<file path="src/rtl/ldpc_3gpp_dec_vnode_engine_pkg.sv">
// Shared vnode decoder types: node/LLR/accumulator widths, saturation limit, FSM states.
// Widths here are the default build; the engine derives its own from its parameters.
package ldpc_3gpp_dec_vnode_engine_pkg;

  localparam int cLLR_W   = 4;
  localparam int cNODE_W  = 5;
  localparam int cROW_MAX = 46;
  localparam int cACC_W   = cNODE_W + $clog2(cROW_MAX + 1) + 1;

  typedef logic signed [cLLR_W-1:0]  llr_t;
  typedef logic signed [cNODE_W-1:0] cnode_t;
  typedef logic signed [cNODE_W-1:0] node_t;
  typedef logic signed [cACC_W-1:0]  vacc_t;

  typedef enum logic [1:0] {
    ST_IDLE,
    ST_ACC,
    ST_FLUSH
  } vnode_state_t;

  // Symmetric saturation magnitude for a w-bit signed node.
  function automatic int sat_max(input int w);
    return (1 << (w - 1)) - 1;
  endfunction

  function automatic int acc_width(input int node_w, input int row_max);
    return node_w + $clog2(row_max + 1) + 1;
  endfunction

endpackage

</file>
<file path="src/rtl/ldpc_3gpp_dec_vnode_buf.sv">
// Column replay buffer: one write port, one registered read port, contents never reset.
module ldpc_3gpp_dec_vnode_buf #(
  parameter int pNODE_W  = 5,
  parameter int pROW_MAX = 46,
  parameter int pADDR_W  = 6
) (
  input  logic               i_clk,
  input  logic               i_clkena,
  input  logic               i_wr,
  input  logic [pADDR_W-1:0] i_waddr,
  input  logic [pNODE_W-1:0] i_wdata,
  input  logic               i_rd,
  input  logic [pADDR_W-1:0] i_raddr,
  output logic [pNODE_W-1:0] o_rdata
);

  logic [pNODE_W-1:0] r_mem [pROW_MAX];
  logic [pNODE_W-1:0] r_rdata;

  always_ff @(posedge i_clk) begin
    if (i_clkena) begin
      if (i_wr) r_mem[i_waddr] <= i_wdata;
      if (i_rd) r_rdata <= r_mem[i_raddr];
    end
  end

  assign o_rdata = r_rdata;

endmodule

</file>
<file path="src/rtl/ldpc_3gpp_dec_vnode_engine.sv">
// Variable-node engine: accumulates llr + cnodes of a column, then replays sat(acc - cnode[j]).
// Optional hard-decision output enabled by defining LDPC_3GPP_DEC_VNODE_HD_EN.
module ldpc_3gpp_dec_vnode_engine
  import ldpc_3gpp_dec_vnode_engine_pkg::*;
#(
  parameter int pLLR_W   = 4,
  parameter int pNODE_W  = 5,
  parameter int pROW_MAX = 46
) (
  input  logic                      iclk,
  input  logic                      ireset_n,
  input  logic                      iclkena,
  input  logic                      ival,
  input  logic                      isop,
  input  logic                      ieop,
  input  logic signed [pNODE_W-1:0] icnode,
  input  logic signed [pLLR_W-1:0]  illr,
  output logic                      ordy,
  output logic                      oval,
  output logic                      osop,
  output logic                      oeop,
  output logic signed [pNODE_W-1:0] ovnode,
  output logic                      ohd,
  output logic                      ooverflow
);

  localparam int cCNT_W  = $clog2(pROW_MAX + 1);
  localparam int cADDR_W = (pROW_MAX > 1) ? $clog2(pROW_MAX) : 1;
  localparam int cVACC_W = acc_width(pNODE_W, pROW_MAX);
  localparam logic signed [cVACC_W:0] cSAT_P = (cVACC_W + 1)'(sat_max(pNODE_W));
  localparam logic signed [cVACC_W:0] cSAT_N = -cSAT_P;

  vnode_state_t               r_state, w_state_nxt;
  logic [cCNT_W-1:0]          r_cnt, w_cnt_nxt, r_rd_ptr;
  logic signed [cVACC_W-1:0]  r_acc, w_llr_ext, w_node_ext;
  logic                       w_start, w_add, w_wr, w_close, w_ovf, w_rd;
  logic [cADDR_W-1:0]         w_wr_addr;
  logic signed [pNODE_W-1:0]  w_rdata, w_sat, r_ovnode;
  logic signed [cVACC_W:0]    w_diff;
  logic                       r_rd_vld, r_rd_sop, r_rd_eop;
  logic                       r_oval, r_osop, r_oeop, r_ovf;

  assign w_llr_ext  = {{(cVACC_W - pLLR_W){illr[pLLR_W-1]}}, illr};
  assign w_node_ext = {{(cVACC_W - pNODE_W){icnode[pNODE_W-1]}}, icnode};
  assign ordy       = (r_state != ST_FLUSH);
  assign w_wr_addr  = w_start ? '0 : r_cnt[cADDR_W-1:0];

  always_comb begin
    w_state_nxt = r_state;
    w_start     = ival & ordy & isop;
    w_add       = ival & ~isop & (r_state == ST_ACC);
    w_wr        = w_start | w_add;
    w_cnt_nxt   = w_start ? cCNT_W'(1) : r_cnt + cCNT_W'(1);
    // Reaching pROW_MAX beats closes the column as if ieop had arrived.
    w_close     = w_wr & (ieop | (w_cnt_nxt == cCNT_W'(pROW_MAX)));
    w_ovf       = w_wr & ~ieop & (w_cnt_nxt == cCNT_W'(pROW_MAX));
    w_rd        = (r_state == ST_FLUSH) & (r_rd_ptr < r_cnt);
    case (r_state)
      ST_IDLE:  if (w_start) w_state_nxt = w_close ? ST_FLUSH : ST_ACC;
      ST_ACC:   if (w_close) w_state_nxt = ST_FLUSH;
      ST_FLUSH: if (r_oval & r_oeop) w_state_nxt = ST_IDLE;
      default:  w_state_nxt = ST_IDLE;
    endcase
  end

  assign w_diff = {r_acc[cVACC_W-1], r_acc}
                - {{(cVACC_W + 1 - pNODE_W){w_rdata[pNODE_W-1]}}, w_rdata};

  always_comb begin
    w_sat = w_diff[pNODE_W-1:0];
    if (w_diff > cSAT_P)      w_sat = cSAT_P[pNODE_W-1:0];
    else if (w_diff < cSAT_N) w_sat = cSAT_N[pNODE_W-1:0];
  end

  always_ff @(posedge iclk or negedge ireset_n) begin
    if (!ireset_n) begin
      r_state  <= ST_IDLE;
      r_cnt    <= '0;
      r_acc    <= '0;
      r_rd_ptr <= '0;
      r_rd_vld <= 1'b0;
      r_rd_sop <= 1'b0;
      r_rd_eop <= 1'b0;
      r_oval   <= 1'b0;
      r_osop   <= 1'b0;
      r_oeop   <= 1'b0;
      r_ovnode <= '0;
      r_ovf    <= 1'b0;
    end else if (iclkena) begin
      r_state <= w_state_nxt;
      r_ovf   <= w_ovf;
      if (w_wr) begin
        r_cnt <= w_cnt_nxt;
        r_acc <= w_start ? (w_llr_ext + w_node_ext) : (r_acc + w_node_ext);
      end
      // Two-stage replay: buffer read, then subtract/saturate into the output register.
      r_rd_ptr <= (r_state == ST_FLUSH) ? r_rd_ptr + cCNT_W'(w_rd) : '0;
      r_rd_vld <= w_rd;
      r_rd_sop <= (r_rd_ptr == '0);
      r_rd_eop <= (r_rd_ptr == r_cnt - cCNT_W'(1));
      r_oval   <= r_rd_vld;
      r_osop   <= r_rd_sop;
      r_oeop   <= r_rd_eop;
      r_ovnode <= w_sat;
    end
  end

`ifdef LDPC_3GPP_DEC_VNODE_HD_EN
  logic r_hd;

  always_ff @(posedge iclk or negedge ireset_n) begin
    if (!ireset_n) r_hd <= 1'b0;
    else if (iclkena) r_hd <= r_acc[cVACC_W-1];
  end

  assign ohd = r_hd;
`else
  assign ohd = 1'b0;
`endif

  assign oval      = r_oval;
  assign osop      = r_osop;
  assign oeop      = r_oeop;
  assign ovnode    = r_ovnode;
  assign ooverflow = r_ovf;

  ldpc_3gpp_dec_vnode_buf #(
    .pNODE_W  (pNODE_W),
    .pROW_MAX (pROW_MAX),
    .pADDR_W  (cADDR_W)
  ) u_buf (
    .i_clk    (iclk),
    .i_clkena (iclkena),
    .i_wr     (w_wr),
    .i_waddr  (w_wr_addr),
    .i_wdata  (icnode),
    .i_rd     (w_rd),
    .i_raddr  (r_rd_ptr[cADDR_W-1:0]),
    .o_rdata  (w_rdata)
  );

endmodule

</file>
<file path="config.mk">
export PLATFORM = sky130hd
export DESIGN_NAME = ldpc_3gpp_dec_vnode_engine
export DESIGN_NICKNAME = d
export VERILOG_FILES = /design/src/rtl/ldpc_3gpp_dec_vnode_engine_pkg.sv /design/src/rtl/ldpc_3gpp_dec_vnode_buf.sv /design/src/rtl/ldpc_3gpp_dec_vnode_engine.sv
export SDC_FILE = /design/constraint.sdc
export NUM_CORES = 1
export LEC_CHECK = 0
export CAP_MARGIN = 30
export CORE_MARGIN = 2
export CORE_UTILIZATION = 55
export CTS_CLUSTER_DIAMETER = 60
export DETAILED_ROUTE_END_ITERATION = 8
export GPL_TIMING_DRIVEN = 0
export PLACE_DENSITY = 0.72
export SKIP_CTS_REPAIR_TIMING = 1
export SYNTH_ARGS = -nofsm -noshare
export SYNTH_HDL_FRONTEND = slang
export SYNTH_SLANG_ARGS = --single-unit
</file>
<file path="constraint.sdc">
create_clock -name iclk -period 3.61 [get_ports iclk]
set_input_delay 0.361 -clock iclk [delete_from_list [all_inputs] [get_ports iclk]]
set_output_delay 0.361 -clock iclk [all_outputs]
set_load 0.05 [all_outputs]
</file>
**After elaboration in Yosys (flattened, before gate mapping)**

Memory sizes are Yosys's and may differ from the RTL's. A register that Yosys moved wholly into a read port is not among the register bits.
Cells that the tools add are included.

- Input port bits: 15
- Register bits: 38
- Memories kept: 1
- Output and inout port bits: 11
- Bits in writable memories: 230

- Equality and inequality tests: 8
- Bitwise logic cells: 13
- Multiplexer cells: 14
- Add/subtract/negate cells: 6
- Magnitude comparators: 3
- Reduce and logical (&&, ||, !) cells: 5

Memory list:

| memory | depth | bits a word | read ports | clocked after memory_dff | wr ports | line | source |
|---|---|---|---|---|---|---|---|
| u_buf.r_mem | 46 | 5 | 1 | 1 | 1 | ldpc_3gpp_dec_vnode_buf.sv:17 | `logic [pNODE_W-1:0] r_mem [pROW_MAX];` |

Operator list:

| cell | number |
|---|---|
| 6-bit two-way mux | 3 |
| 13-bit by 5-bit greater-than comparator with 1-bit output (second input constant) | 1 |
| 13-bit by 5-bit less-than comparator with 1-bit output (second input constant) | 1 |
| 12-bit by 5-bit subtractor with 13-bit output | 1 |
| 12-bit by 5-bit adder with 12-bit output | 1 |
| 12-bit two-way mux | 1 |
| 5-bit two-way mux | 2 |
| 1-bit AND | 9 |
| 2-bit two-way mux | 4 |
| 4-bit by 5-bit adder with 6-bit output | 1 |
| 6-bit by 1-bit adder with 6-bit output | 1 |
| 6-bit by 1-bit adder with 6-bit output (second input constant) | 1 |
| 6-bit equality test | 1 |
| 6-bit equality test (second input constant) | 1 |
| 6-bit zero test | 1 |
| 6-bit less-than comparator | 1 |
| 2-bit inequality test (second input constant) | 3 |
| 2-bit one-hot mux with 3 select lines | 1 |
| 6-bit by 1-bit subtractor with 6-bit output (second input constant) | 1 |
| 2-bit AND reduction | 2 |
| 4-bit AND reduction | 1 |
| 1-bit two-way mux | 3 |
| 2-bit by 1-bit equality test with 1-bit output (second input constant) | 1 |
| 2-bit equality test (second input constant) | 1 |
| other kinds (4) | 6 |

**Logic depth before layout (Yosys ltp)**

- Depth in word-level cells: 10
- Mapped depth: 16

**Hierarchy**

From an unflattened synthesis, not the netlist that was laid out.

- Cells, all modules: 925
- Area, all modules: 12,872.3 µm²

By module, submodules not included:

| module | cells each | sequential area each (µm²) | area each (µm²) | instances |
|---|---|---|---|---|
| ldpc_3gpp_dec_vnode_buf | 508 | 7,056.8 | 9,402.8 | 1 |
| ldpc_3gpp_dec_vnode_engine | 417 | 950.9 | 3,469.6 | 1 |

**Least setup slack after synthesis**

No wires, ideal clock.

- Path kind: register to register
- From: register r_rd_ptr[0]
- To: register r_rd_ptr[4]
- Cell stages (with the launch flop): 16
- Data required time: 3,489 ps
- Clock period less this slack: 2,725 ps
- Path slack: 885 ps
- Path buffers: 2
- Arrival: 2,604 ps
- Library setup time: 121 ps
- Cells stage by stage: dfrtp_1 clkbuf_1 buf_2 inv_1 ha_1 nor2b_1 o21a_1 o21a_1 o21ai_0 nand2b_1 a211oi_1 ha_1 ha_1 and3_1 o21ai_0 a22o_1

- Longest elaborated chain between the ends: 4

RTL lines:

| item | line | source |
|---|---|---|
| start: declaration | ldpc_3gpp_dec_vnode_engine.sv:34 | `logic [cCNT_W-1:0] r_cnt, w_cnt_nxt, r_rd_ptr;` |
| start signal: assignment | ldpc_3gpp_dec_vnode_engine.sv:97 | `r_rd_ptr <= (r_state == ST_FLUSH) ? r_rd_ptr + cCNT_W'(w_rd) : '0;` |
| 6-bit less-than comparator | ldpc_3gpp_dec_vnode_engine.sv:57 | `w_rd = (r_state == ST_FLUSH) & (r_rd_ptr < r_cnt);` |
| 1-bit AND | ldpc_3gpp_dec_vnode_engine.sv:57 |  |
| named net u_buf.i_rd | ldpc_3gpp_dec_vnode_buf.sv:12 | `input logic i_rd,` |
| 6-bit by 1-bit adder with 6-bit output | ldpc_3gpp_dec_vnode_engine.sv:97 |  |
| 6-bit two-way mux | ldpc_3gpp_dec_vnode_engine.sv:97 |  |

The timed path passes the listed nets, and every way through them passes these cells.
A chain may end at the register's enable or synchronous reset.

**Final worst setup path**

Ends and elaborated chain as after synthesis.

==> results_dict.tcl <==
set metrics [dict create \
    status "complete, no violations" \
    worst_setup_path_start_kind "flop" \
    grtUsageMet1_pct 34.55 \
    ys_seq_elements 273 \
    met2_usage_pct 34.93 \
    dr.pass1.iters 5 \
    cts_tree "built" \
    tightestPinTransition_ps 933.6 \
    grt_max_degree 50 \
    io_pins 26 \
    grtUsageMet3_pct 4.694 \
    cts_buffer_depth 3 \
    first_global_vias 7157 \
    hold_path_class "in2reg" \
    skew_ps 18.58 \
    syn_area_sq_um 12670 \
    setup_viol 0 \
    wl_mm 27.17 \
    irDropWorstVdd_uv 448.5 \
    place_inst 1141 \
    grt_overflow 0 \
    utilization_pct 62.54 \
    synth_edf_count 235 \
    vias 7388 \
    antenna_found_initial 0 \
    whs_ps 302.5 \
    wl_per_cell_um 22.79 \
    io_buffer_count 23 \
    drive_above_1_share_pct 17.31 \
    busiest_layer "met2" \
    cp_max_fo 10 \
    grt.total_usage_pct 22.88 \
    vias_per_cell 6.198 \
    fin_crit_ps 3383 \
    dpl.hpwl_mm 18.25 \
    start_util_pct 55.95 \
    nets 943 \
    finalNonFillerCells 1192 \
    relSlewSlack_pct 37.76 \
    path_class "reg2reg" \
    row_count 55 \
    finalCritPeriodShare_pct 93.72 \
    slew_viol_final 0 \
    ys_warn_count 0 \
    fin_setup_tns_ps 0 \
    async_flop_share_pct 13.92 \
    postSynthCellCount 831 \
    synthesis.nets 887 \
    cts-root-buf "clkbuf_16" \
    hold_violations 0 \
    h-tree-depth 1 \
    die_w_um 155.8 \
    dieArea_sq_um 24260 \
    drc_errors 0 \
    die_h_um 155.8 \
    ant_nets 0 \
    diodes 0 \
    clkLatencyLatePin_ps 550 \
    path_clk_slew_ps 60 \
    synthFlopType "edfxtp_1" \
    place_area_sq_um 13270 \
    maxCapViolations 0 \
    cp_data_arrival_time_ps 3810 \
    required_ps 4030 \
    yosysUniqueCellTypes 76 \
    clock-sinks 273 \
    core_area_sq_um 22640 \
    drtIter0Drc 826 \
    crit_path_end_kind "flop" \
    postSynthAreaPerCell_sq_um 15.24 \
    place_congestion 0.8893 \
    rsz0062_at_grt "false" \
    power_leakage_nw 4.743 \
    grt_pass1_wl_mm 41.77 \
    fmax_ghz 0.2956 \
    final_area_sq_um 14160 \
    powerDensity_nw_per_um2 667.3 \
    ys_seq_area_share_pct 63.22 \
    nFillCells 1625 \
    cts_buffers 28 \
    areaGrowthSynthToFinish_pct 11.78 \
]
-- critical path, cell delays in order, from the launching register on --
cell and delay (ps):
dfrtp_1 390, clkbuf_1 240, clkbuf_4 280, inv_1 180, ha_1 220, nor2b_1 60
o21a_1 170, o21a_1 160, o21ai_0 160, nand2b_1 110, a211oi_4 320, ha_1 240
ha_1 190, and3_1 190, o21ai_0 90, a22o_1 270
-- layout by cell type (no fill, tap or decap), drive strengths merged, types with 4 or more instances in the layout --
cell and count:
inv 27, clkdlybuf4s50 17, nor4 5, nor2b 13, buf 21, a21boi 4
nor3 12, a31oi 7, o21a 11, o21ai 45, mux2i 7, clkbuf 57
ha 38, or3 6, xor2 10, o22ai 4, a21oi 26, clkinv 13
nand3 17, nand4 5, dfrtp 38, mux2 9, mux4 70, nand2 41
nand2b 9, and2 4, a21o 7, o211ai 4, a211oi 5, xnor2 11
a22o 5, edfxtp 235, nor2 88
-- metrics by stage --
| step | total power, mW | setup WS, ps |
|---|---|---|
| detailed placement | 6.749 | 147.6 |
| CTS | 9.446 | 69.94 |
| floorplan | 6.039 | 885.0 |
| finish | 9.449 | 226.8 |
| global route | 9.920 | 26.45 |
| global placement | 6.699 | -732.6 |
-- cell type report --
| type | instances | area (sq um) | share of cell area [%] |
|---|---|---|---|
| Sequential cell | 273 | 8008 | 56.55 |
| Multi-Input combinational cell | 495 | 4412 | 31.16 |
| Clock buffer | 33 | 719.4 | 5.081 |
| Tap cell | 285 | 356.6 | 2.518 |
| Timing Repair Buffer | 26 | 257.7 | 1.820 |
| Buffer | 37 | 165.2 | 1.166 |
| Clock inverter | 17 | 143.9 | 1.016 |
| Inverter | 26 | 97.59 | 0.6892 |
-- synth_stat cells (all sizes together) (5+ instances only) --
library cell	n	area, sq um
edfxtp	235	7057
nor2	88	332.8
mux4	70	1577
o21ai	45	229.0
nand2	41	153.9
dfrtp	38	950.9
ha	38	475.5
a21oi	26	145.2
inv	26	97.59
clkbuf	23	86.33
nand3	17	90.09
buf	14	76.33
nor2b	13	83.83
nor3	12	70.07
o21a	11	82.58
xnor2	11	96.34
xor2	10	87.58
mux2	9	101.4
nand2b	9	56.30
a21o	7	52.55
a31oi	7	43.79
mux2i	7	70.07
or3	6	43.79
a211oi	5	37.54
a22o	5	43.79
nand4	5	31.28
nor4	5	37.53
-- where the power goes --
| group | switching [mW] | total [mW] | internal, mW | leakage (nW) |
|---|---|---|---|---|
| registers | 0.155 | 3.77 | 3.62 | 2.59 |
| logic | 1.71 | 2.96 | 1.25 | 1.74 |
| clock network | 1.15 | 2.72 | 1.56 | 0.421 |
| total | 3.02 | 9.45 | 6.43 | 4.74 |
-- layer usage --
| metal | vias to the layer above | wire length, um |
|---|---|---|
| li1 | 3347 | - |
| met1 | 3704 | 12100 |
| met2 | 298 | 12320 |
| met3 | 39 | 2153 |
| met4 | 0 | 587 |
| met5 | - | 0 |
-- final timing paths --
| kind | from | endpoint | slack [ps] | cells after the start |
|---|---|---|---|---|
| worst min register to register | ovnode[1] | ovnode[1] | 490 | 2 |
| worst max-delay path | r_rd_ptr[0] | r_rd_ptr[4] | 230 | 15 |
| worst min-delay path | icnode[4] | u_buf.r_mem[15][4] | 300 | 1 |
| min in group asynchronous | ireset_n | r_rd_ptr[3] | 340 | 2 |
| max in group asynchronous | ireset_n | r_rd_ptr[2] | 2790 | 3 |
| worst max register to register | r_rd_ptr[0] | r_rd_ptr[4] | 230 | 15 |
-- flip-flops by register name (all words and copies together) (netlist names) --
signal         cells
oeop               1
ooverflow          1
osop               1
oval               1
ovnode             5
r_acc             12
r_cnt              6
r_rd_eop           1
r_rd_ptr           6
r_rd_sop           1
r_rd_vld           1
r_state            2
u_buf.o_rdata      5
u_buf.r_mem      230
-- cells by family (layout without fill, tap and decap cells) --
kind of cell,count (synthesis),after routing,share of synthesized area [%]
adders and majority gates,41,41,4.228
xor gates and xnor gates,21,21,1.452
muxes,86,86,13.80
and+or+nand+nor,207,207,7.714
other,1,1,0.02960
DFF,273,273,63.22
buffers and inverters,63,139,2.055
AOI/OAI and AO/OA,139,139,7.507
Power figures use the tool's default switching activity.
